<file path="src/rtl/step_clock_control.sv">
// Clock-enable generator for the CPU core: manual step, divided free-run
// and N-step bursts, with breakpoint halt and a wrapping step counter.
module step_clock_control #(
    parameter int DIV_WIDTH   = 24,
    parameter int BURST_WIDTH = 8,
    parameter int CNT_WIDTH   = 32
) (
    input  logic                   sysclk,
    input  logic                   rst,
    input  logic [DIV_WIDTH-1:0]   div,
    input  logic [BURST_WIDTH-1:0] burst_len,
    input  logic                   manual_button_pulse,
    input  logic                   automatic_button_pulse,
    input  logic                   burst_button_pulse,
    input  logic                   halt_request,
    output logic                   clk_en,
    output logic [1:0]             mode,
    output logic [BURST_WIDTH-1:0] burst_remaining,
    output logic [CNT_WIDTH-1:0]   step_count
);

    typedef enum logic [1:0] {
        MANUAL = 2'd0,
        AUTO   = 2'd1,
        BURST  = 2'd2
    } mode_e;

    typedef enum logic [2:0] {
        ACT_IDLE,
        ACT_STEP,
        ACT_TICK,
        ACT_STOP,
        ACT_AUTO,
        ACT_BURST
    } act_e;

    mode_e                  state_q;
    mode_e                  state_d;
    act_e                   act;
    act_e                   burst_act;
    logic [DIV_WIDTH-1:0]   div_cnt_q;
    logic [DIV_WIDTH-1:0]   div_cnt_d;
    logic [BURST_WIDTH-1:0] rem_q;
    logic [BURST_WIDTH-1:0] rem_d;
    logic [CNT_WIDTH-1:0]   cnt_q;
    logic [CNT_WIDTH-1:0]   cnt_d;
    logic                   clk_en_q;
    logic                   clk_en_d;
    logic                   tick;

    // >= so that lowering div mid-run fires at once instead of wrapping
    assign tick      = (state_q != MANUAL) && (div_cnt_q >= div);
    assign burst_act = (burst_len == '0) ? ACT_STOP : ACT_BURST;

    always_comb begin
        act = ACT_IDLE;
        unique case (state_q)
            MANUAL: begin
                if (manual_button_pulse)         act = ACT_STEP;
                else if (burst_button_pulse)     act = burst_act;
                else if (automatic_button_pulse) act = ACT_AUTO;
            end
            AUTO: begin
                if (halt_request || manual_button_pulse) act = ACT_STOP;
                else if (burst_button_pulse)             act = burst_act;
                else if (tick)                           act = ACT_TICK;
            end
            BURST: begin
                if (halt_request || manual_button_pulse) act = ACT_STOP;
                else if (burst_button_pulse)             act = burst_act;
                else if (automatic_button_pulse)         act = ACT_AUTO;
                else if (tick)                           act = ACT_TICK;
            end
            default: act = ACT_STOP;
        endcase
    end

    always_ff @(posedge sysclk) begin
        if (rst) begin
            state_q   <= MANUAL;
            div_cnt_q <= '0;
            rem_q     <= '0;
            cnt_q     <= '0;
            clk_en_q  <= 1'b0;
        end else begin
            state_q   <= state_d;
            div_cnt_q <= div_cnt_d;
            rem_q     <= rem_d;
            cnt_q     <= cnt_d;
            clk_en_q  <= clk_en_d;
        end
    end

    always_comb begin
        state_d = state_q;
        unique case (act)
            ACT_STOP:  state_d = MANUAL;
            ACT_AUTO:  state_d = AUTO;
            ACT_BURST: state_d = BURST;
            ACT_TICK: begin
                // last burst tick drops to MANUAL on the same edge
                if (state_q == BURST && rem_q == BURST_WIDTH'(1))
                    state_d = MANUAL;
            end
            default: state_d = state_q;
        endcase
    end

    always_comb begin
        clk_en_d  = (act == ACT_STEP) || (act == ACT_TICK);
        rem_d     = rem_q;
        div_cnt_d = '0;
        cnt_d     = cnt_q + {{(CNT_WIDTH-1){1'b0}}, clk_en_d};
        unique case (act)
            ACT_STOP:  rem_d = '0;
            ACT_AUTO:  rem_d = '0;
            ACT_BURST: rem_d = burst_len;
            ACT_TICK: begin
                if (state_q == BURST)
                    rem_d = rem_q - BURST_WIDTH'(1);
            end
            ACT_IDLE: begin
                if (state_q != MANUAL)
                    div_cnt_d = div_cnt_q + DIV_WIDTH'(1);
            end
            default: rem_d = rem_q;
        endcase
    end

    assign clk_en          = clk_en_q;
    assign mode            = state_q;
    assign burst_remaining = rem_q;
    assign step_count      = cnt_q;

endmodule

</file>
<file path="config.mk">
export PLATFORM = sky130hd
export DESIGN_NAME = step_clock_control
export DESIGN_NICKNAME = d
export VERILOG_FILES = /design/src/rtl/step_clock_control.sv
export SDC_FILE = /design/constraint.sdc
export NUM_CORES = 1
export LEC_CHECK = 0
export CAP_MARGIN = 20
export CORE_MARGIN = 8
export CORE_UTILIZATION = 38
export DETAILED_ROUTE_END_ITERATION = 16
export HOLD_SLACK_MARGIN = 0.1
export PLACE_DENSITY_LB_ADDON = 0.25
export SETUP_SLACK_MARGIN = 0.4
export SLEW_MARGIN = 20
export SYNTH_ARGS = -nofsm -noshare
export SYNTH_HDL_FRONTEND = slang
export SYNTH_SLANG_ARGS = --single-unit
</file>
<file path="constraint.sdc">
create_clock -name sysclk -period 14.1 [get_ports sysclk]
set_input_delay 4.23 -clock sysclk [delete_from_list [all_inputs] [get_ports sysclk]]
set_output_delay 4.23 -clock sysclk [all_outputs]
set_load 0.01 [all_outputs]
</file>
==> out/metrics.cfg, run 1 <==
[drt]
drtAntennaViolNets=0
drtPass1Iterations=4
routed_wl_mm=9.14
via_count=3376
via_per_inst=5.01
drc_errors=0
wl_per_cell_um=13.6
detail_route.iter0.violations=170

[power]
power.ir.vdd_worst_mv=0.0523
power_density_mw_per_mm2=92.1
power_frac_seq_pct=43.0
leakage_nw=1.87
p_switching_uw=114
p_sw_share_pct=24.7
pwr-share-clk_pct=42.9
comb_power_share_pct=14.1
p_int_uw=349

[timing]
rsz0062_at_grt=no
fin_tns_setup_ns=0
setup_ws_ns=5.88
skew_ns=0.0116
finalSetupViolCount=0
timing.final.crit_share_pct=58.3
hold_viol=0
slew_violations=0
max_freq_ghz=0.122
tightest_slew_ns=0.710
layout_min_cycle_time_ns=8.22
max_slew_margin_pct=52.5

[synthesis]
yosysTopAreaCell=dfxtp_1
post-synth-top-count-cell=dfxtp_1
ys_seq_elements=67
yosys_warnings=0
synth_nets=520
synth_edf_count=0
syn_area_mm2=0.00389
synth_seq_area_share_pct=34.5
netlist_instances=453
ys.flop_type=dfxtp_1
ys_top_cells_by_area=dfxtp_1 34%, ha_1 9.3%, xor2_1 6.8%, nor2_1 5.3%, xnor2_1 4.5%
ys_top_cells_by_count=67 x dfxtp_1, 55 x nor2_1, 36 x nand2_1, 32 x inv_1, 30 x xor2_1
syn_area_per_cell_um2=8.59
synthArstFlopShare_pct=0
yosysTopAreaCellShare_pct=34.5
synthDistinctLibCells=48

[setup_path]
crit_fanout=11
max_stage_delay_ns=0.49
crit_buf_inv=2
worstSetupEndpointType=flip-flop
crit_type=input pin to flip-flop
crit_top_cell=ha_1
cp_slowest_cell=nor3_1
arrival_ns=8.42
path_cells=clkdlybuf4s50_1 -> inv_1 -> ha_1 -> nand4_1 -> nor3_1 -> a41o_1 -> o311ai_0 -> nand2_1 -> a21o_1 -> ha_1 -> ha_1 -> nand3_1 -> nor3_1 -> and4_1 -> and2_1 -> nand3_1 -> xnor2_1 -> nor2_1
critPathLaunchType=input pin
worstPathRequired_ns=14.31
cp_top_family=simple AND/OR/NAND/NOR gates

[final_layout]
fill_cells=970
area_delta_synth_final_pct=29.3
drive_gt1_share_pct=8.36
diodes=0
nNetsFinal=600

[hold_path]
hp-class=flip-flop to flip-flop

[die]
dieArea_mm2=0.0137
io_pins=81
die_w_um=117
die_h_um=117
rows=37
start_util_pct=38.4
coreArea_mm2=0.0101

[placed_design]
pre_cts_ws_ns=5.50
io_buffer_count=80
place_congestion=0.835
dp_hpwl_mm=7.03

[status]
status=complete, no violations

[cts]
cts_made_buffers=9
cts.sinks=67
cts_setup_buffers=0
cts_max_path_buffers=2
cts_tree=built
htree_levels=3
root_buffer=clkbuf_8
clk_pin_slew_ns=0.07
cts_hold_buffers=0
cts_resized=0
insertion_delay_ns=0.34

[global_route]
grt_pass1_vias=3243
grt.total_usage_pct=13.8
grt_pass1_wl_mm=15.1
antenna_found_initial=0
grt_max_degree=45
grt_overflow=0

[job]
drv_cap=0

per-layer routing:
metal  vias up  part of all wire (%)  GRT usage (%)  routed length (µm)
met5         -                     0              0                   0
met4         0                   1.7           5.89                 157
met3        14                   5.1           2.82                 470
met2        68                    45           22.3                4150
met1      1564                    48           17.5                4370
li1       1730                     -              -                   -
power groups by stage:
stage | combinational, mW | sequential (mW) | clock, mW
2_1_floorplan | 0.0374 | 0.204 | 0
3_3_place_gp | 0.0642 | 0.204 | 0
3_5_place_dp | 0.0647 | 0.204 | 0
4_1_cts | 0.0655 | 0.199 | 0.204
5_1_grt | 0.0721 | 0.200 | 0.213
6_report | 0.0652 | 0.199 | 0.199
metrics by stage:
step                      utilization, %  cells  power (mW)  hold WS, ns  instance area, µm²
after global placement              47.2    658       0.268        0.481                4780
after CTS                           49.6    674       0.469        0.505                5030
after global routing                49.6    674       0.485        0.541                5030
after floorplan                        -    453       0.241        0.450                3890
final                               49.6    674       0.464        0.505                5030
after detailed placement            47.2    658       0.269        0.486                4780
final timing paths:
kind | end | slack, ns | depth (start not counted) | start
setup / recovery | step_count[30] | 5.88 | 18 | div[15]
hold / removal | burst_remaining[6] | 0.51 | 2 | burst_remaining[6]
setup reg to reg | step_count[22] | 9.70 | 17 | div_cnt_q[0]
hold reg to reg | burst_remaining[6] | 0.51 | 2 | burst_remaining[6]
worst min-delay path, cell delays in order (launching register included):
cell     delay (ns)
dfxtp_1        0.34
nand2_1        0.06
o32ai_1        0.05
flip-flops by register name (all words and copies together), names as in the netlist:
name	flops
step_count	32
clk_en	1
mode	2
div_cnt_q	24
burst_remaining	8
cell type report:
class	instances	area, µm²	area share (%)
well taps	136	170	3.38
multi-input cells	342	2340	46.5
clock buffers	10	138	2.74
clock inverters	6	113	2.24
inverters	32	120	2.39
repair buffers	81	808	16.1
flip-flops and latches	67	1340	26.7
kinds of logic after synthesis:
| kind of cell | share of synthesized area [%] |
|---|---|
| adder cells (fa/ha/maj) | 9.59 |
| AO/OA/AOI/OAI | 11.7 |
| XOR/XNOR | 11.3 |
| buffers and inverters | 5.34 |
| flip-flops | 34.5 |
| AND/OR/NAND/NOR | 27.7 |
cells in the final DEF, fill, tap and decap left out, drive strengths merged, types with 6 or more instances in the layout:
| cell | netlist | routed |
|---|---|---|
| a211oi | 9 | 9 |
| a21oi | 22 | 22 |
| and3 | 9 | 9 |
| clkbuf | 7 | 10 |
| clkdlybuf4s50 | 0 | 80 |
| dfxtp | 67 | 67 |
| ha | 29 | 29 |
| inv | 32 | 32 |
| nand2 | 36 | 36 |
| nand3 | 21 | 21 |
| nand4 | 14 | 14 |
| nor2 | 75 | 75 |
| nor2b | 6 | 6 |
| nor3 | 10 | 10 |
| o21ai | 12 | 12 |
| or3 | 6 | 6 |
| xnor2 | 20 | 20 |
| xor2 | 30 | 30 |
(Power assumes the default switching activity.)
==> run 2: changes to the inputs <==
- clock period: 14.1 -> 8.1 ns (I/O delays scaled with it)
==> run 2 against run 1 <==
Effect of this change:
- wire length barely moved
- worst hold slack got worse by 0.0060 ns
- die area did not move
- via count rose by 0.18%
- register-to-register slack got worse by 6.0 ns
- sequential share of layout area rose by 0.39 points
- count of clock-buffer cells in the layout did not move
- largest cell class unchanged
- clock power rose by 28%
- critical path depth fell by 1
- highest routed layer unchanged
==> out/metrics.cfg, run 2 (same netlist as run 1, synthesis figures left out) <==
[status]
status=complete, no violations

[global_route]
grt_overflow=0
grt_max_degree=45
antenna_found_initial=0
grt_pass1_vias=3257
grt.total_usage_pct=13.8
grt_pass1_wl_mm=15.2

[cts]
cts_max_path_buffers=2
cts_made_buffers=9
root_buffer=clkbuf_8
cts_setup_buffers=0
cts.sinks=67
clk_pin_slew_ns=0.08
cts_tree=built
cts_resized=0
htree_levels=3
insertion_delay_ns=0.34
cts_hold_buffers=0

[timing]
layout_min_cycle_time_ns=6.46
finalSetupViolCount=0
tightest_slew_ns=0.681
slew_violations=0
max_slew_margin_pct=54.5
timing.final.crit_share_pct=79.8
fin_tns_setup_ns=0
rsz0062_at_grt=no
max_freq_ghz=0.155
hold_viol=0
skew_ns=0.0140

[drt]
detail_route.iter0.violations=131
via_count=3382
via_per_inst=5.02
drc_errors=0
wl_per_cell_um=13.6
drtPass1Iterations=4
routed_wl_mm=9.14
drtAntennaViolNets=0

[setup_path]
critPathLaunchType=input pin
arrival_ns=6.69
worstSetupEndpointType=flip-flop
reg2reg_slack_ns=3.66
crit_fanout=11
crit_type=input pin to flip-flop
rr_worst_depth=17
worstPathRequired_ns=8.32

[placed_design]
io_buffer_count=80
place_congestion=0.835
dp_hpwl_mm=7.10

[hold_path]
worstHoldPathCells=1
hp-class=flip-flop to flip-flop

[die]
coreArea_mm2=0.0101
dieArea_mm2=0.0137
die_h_um=117
start_util_pct=38.4
rows=37
die_w_um=117
io_pins=81

[final_layout]
layout_commonest_cell=clkdlybuf4s50_1
postLayoutCoreUtil_pct=48.9
drive_gt1_share_pct=8.36
diodes=0
area_delta_synth_final_pct=27.5
ff_latch_area_mm2=0.00134
nNetsFinal=600
largest_register_ffs=32
mostFrequentLayoutCells=80 x clkdlybuf4s50_1, 67 x dfxtp_1, 55 x nor2_1
multi_input_area_mm2=0.00234
fill_cells=969

[power]
p_total_uw=714
leakage_nw=1.83
power_density_mw_per_mm2=144
power.ir.vdd_worst_mv=0.0834

[job]
drv_cap=0

## run 2: cell types whose count changed in the layout (fill, tap and decap cells not counted), sizes merged
cell	change
clkinvlp	+1
bufinv	-3
inv	+1
clkinv	+1
## run 2: area by class of cell
class / instances / area share [%]
Multi-Input combinational cell: 342 / 47.2
Timing Repair Buffer: 81 / 16.3
Tap cell: 136 / 3.43
Clock buffer: 10 / 2.78
Sequential cell: 67 / 27.1
Clock inverter: 6 / 0.807
Inverter: 32 / 2.42
## run 2: stage by stage
stage | instances | area (µm²) | worst slack, ns | hold slack (ns)
3_3_place_gp | 658 | 4780 | 1.42 | 0.481
6_report | 674 | 4960 | 1.64 | 0.499
4_1_cts | 674 | 4960 | 1.65 | 0.507
3_5_place_dp | 658 | 4780 | 1.30 | 0.486
5_1_grt | 674 | 4960 | 1.19 | 0.540
2_1_floorplan | 453 | 3890 | 2.41 | 0.450
## run 2: worst paths after layout
check	startpoint	to
setup / recovery	div[0]	step_count[28]
hold reg to reg	div_cnt_q[0]	div_cnt_q[0]
hold / removal	div_cnt_q[0]	div_cnt_q[0]
setup reg to reg	div_cnt_q[0]	step_count[28]
## run 2: critical path, stage by stage
cell and delay [ns]:
clkdlybuf4s50_1 0.40, ha_1 0.29, nand2b_4 0.14, a2111o_1 0.41
a41o_1 0.27, o311ai_0 0.54, nand2_1 0.37, a21o_1 0.27
ha_1 0.23, ha_1 0.22, nand3_1 0.17, nor3_1 0.14
and4_1 0.25, and2_1 0.21, nand4_1 0.12, xor2_1 0.15
nor2_1 0.05
## run 2: power breakdown
part           internal, mW  total [mW]  switching [mW]  leakage (nW)
clock network         0.119       0.254           0.135        0.0924
registers             0.337       0.347          0.0103         0.541
logic                0.0572       0.113          0.0553          1.20
## run 2: metal layers
layer  global-route usage (%)  share of wire [%]  vias to the layer above
met5                        0                  0                        -
met1                     17.7                 47                     1578
met3                     2.77                5.0                       11
met4                     5.12                1.4                        0
li1                         -                  -                     1725
met2                     22.4                 46                       68
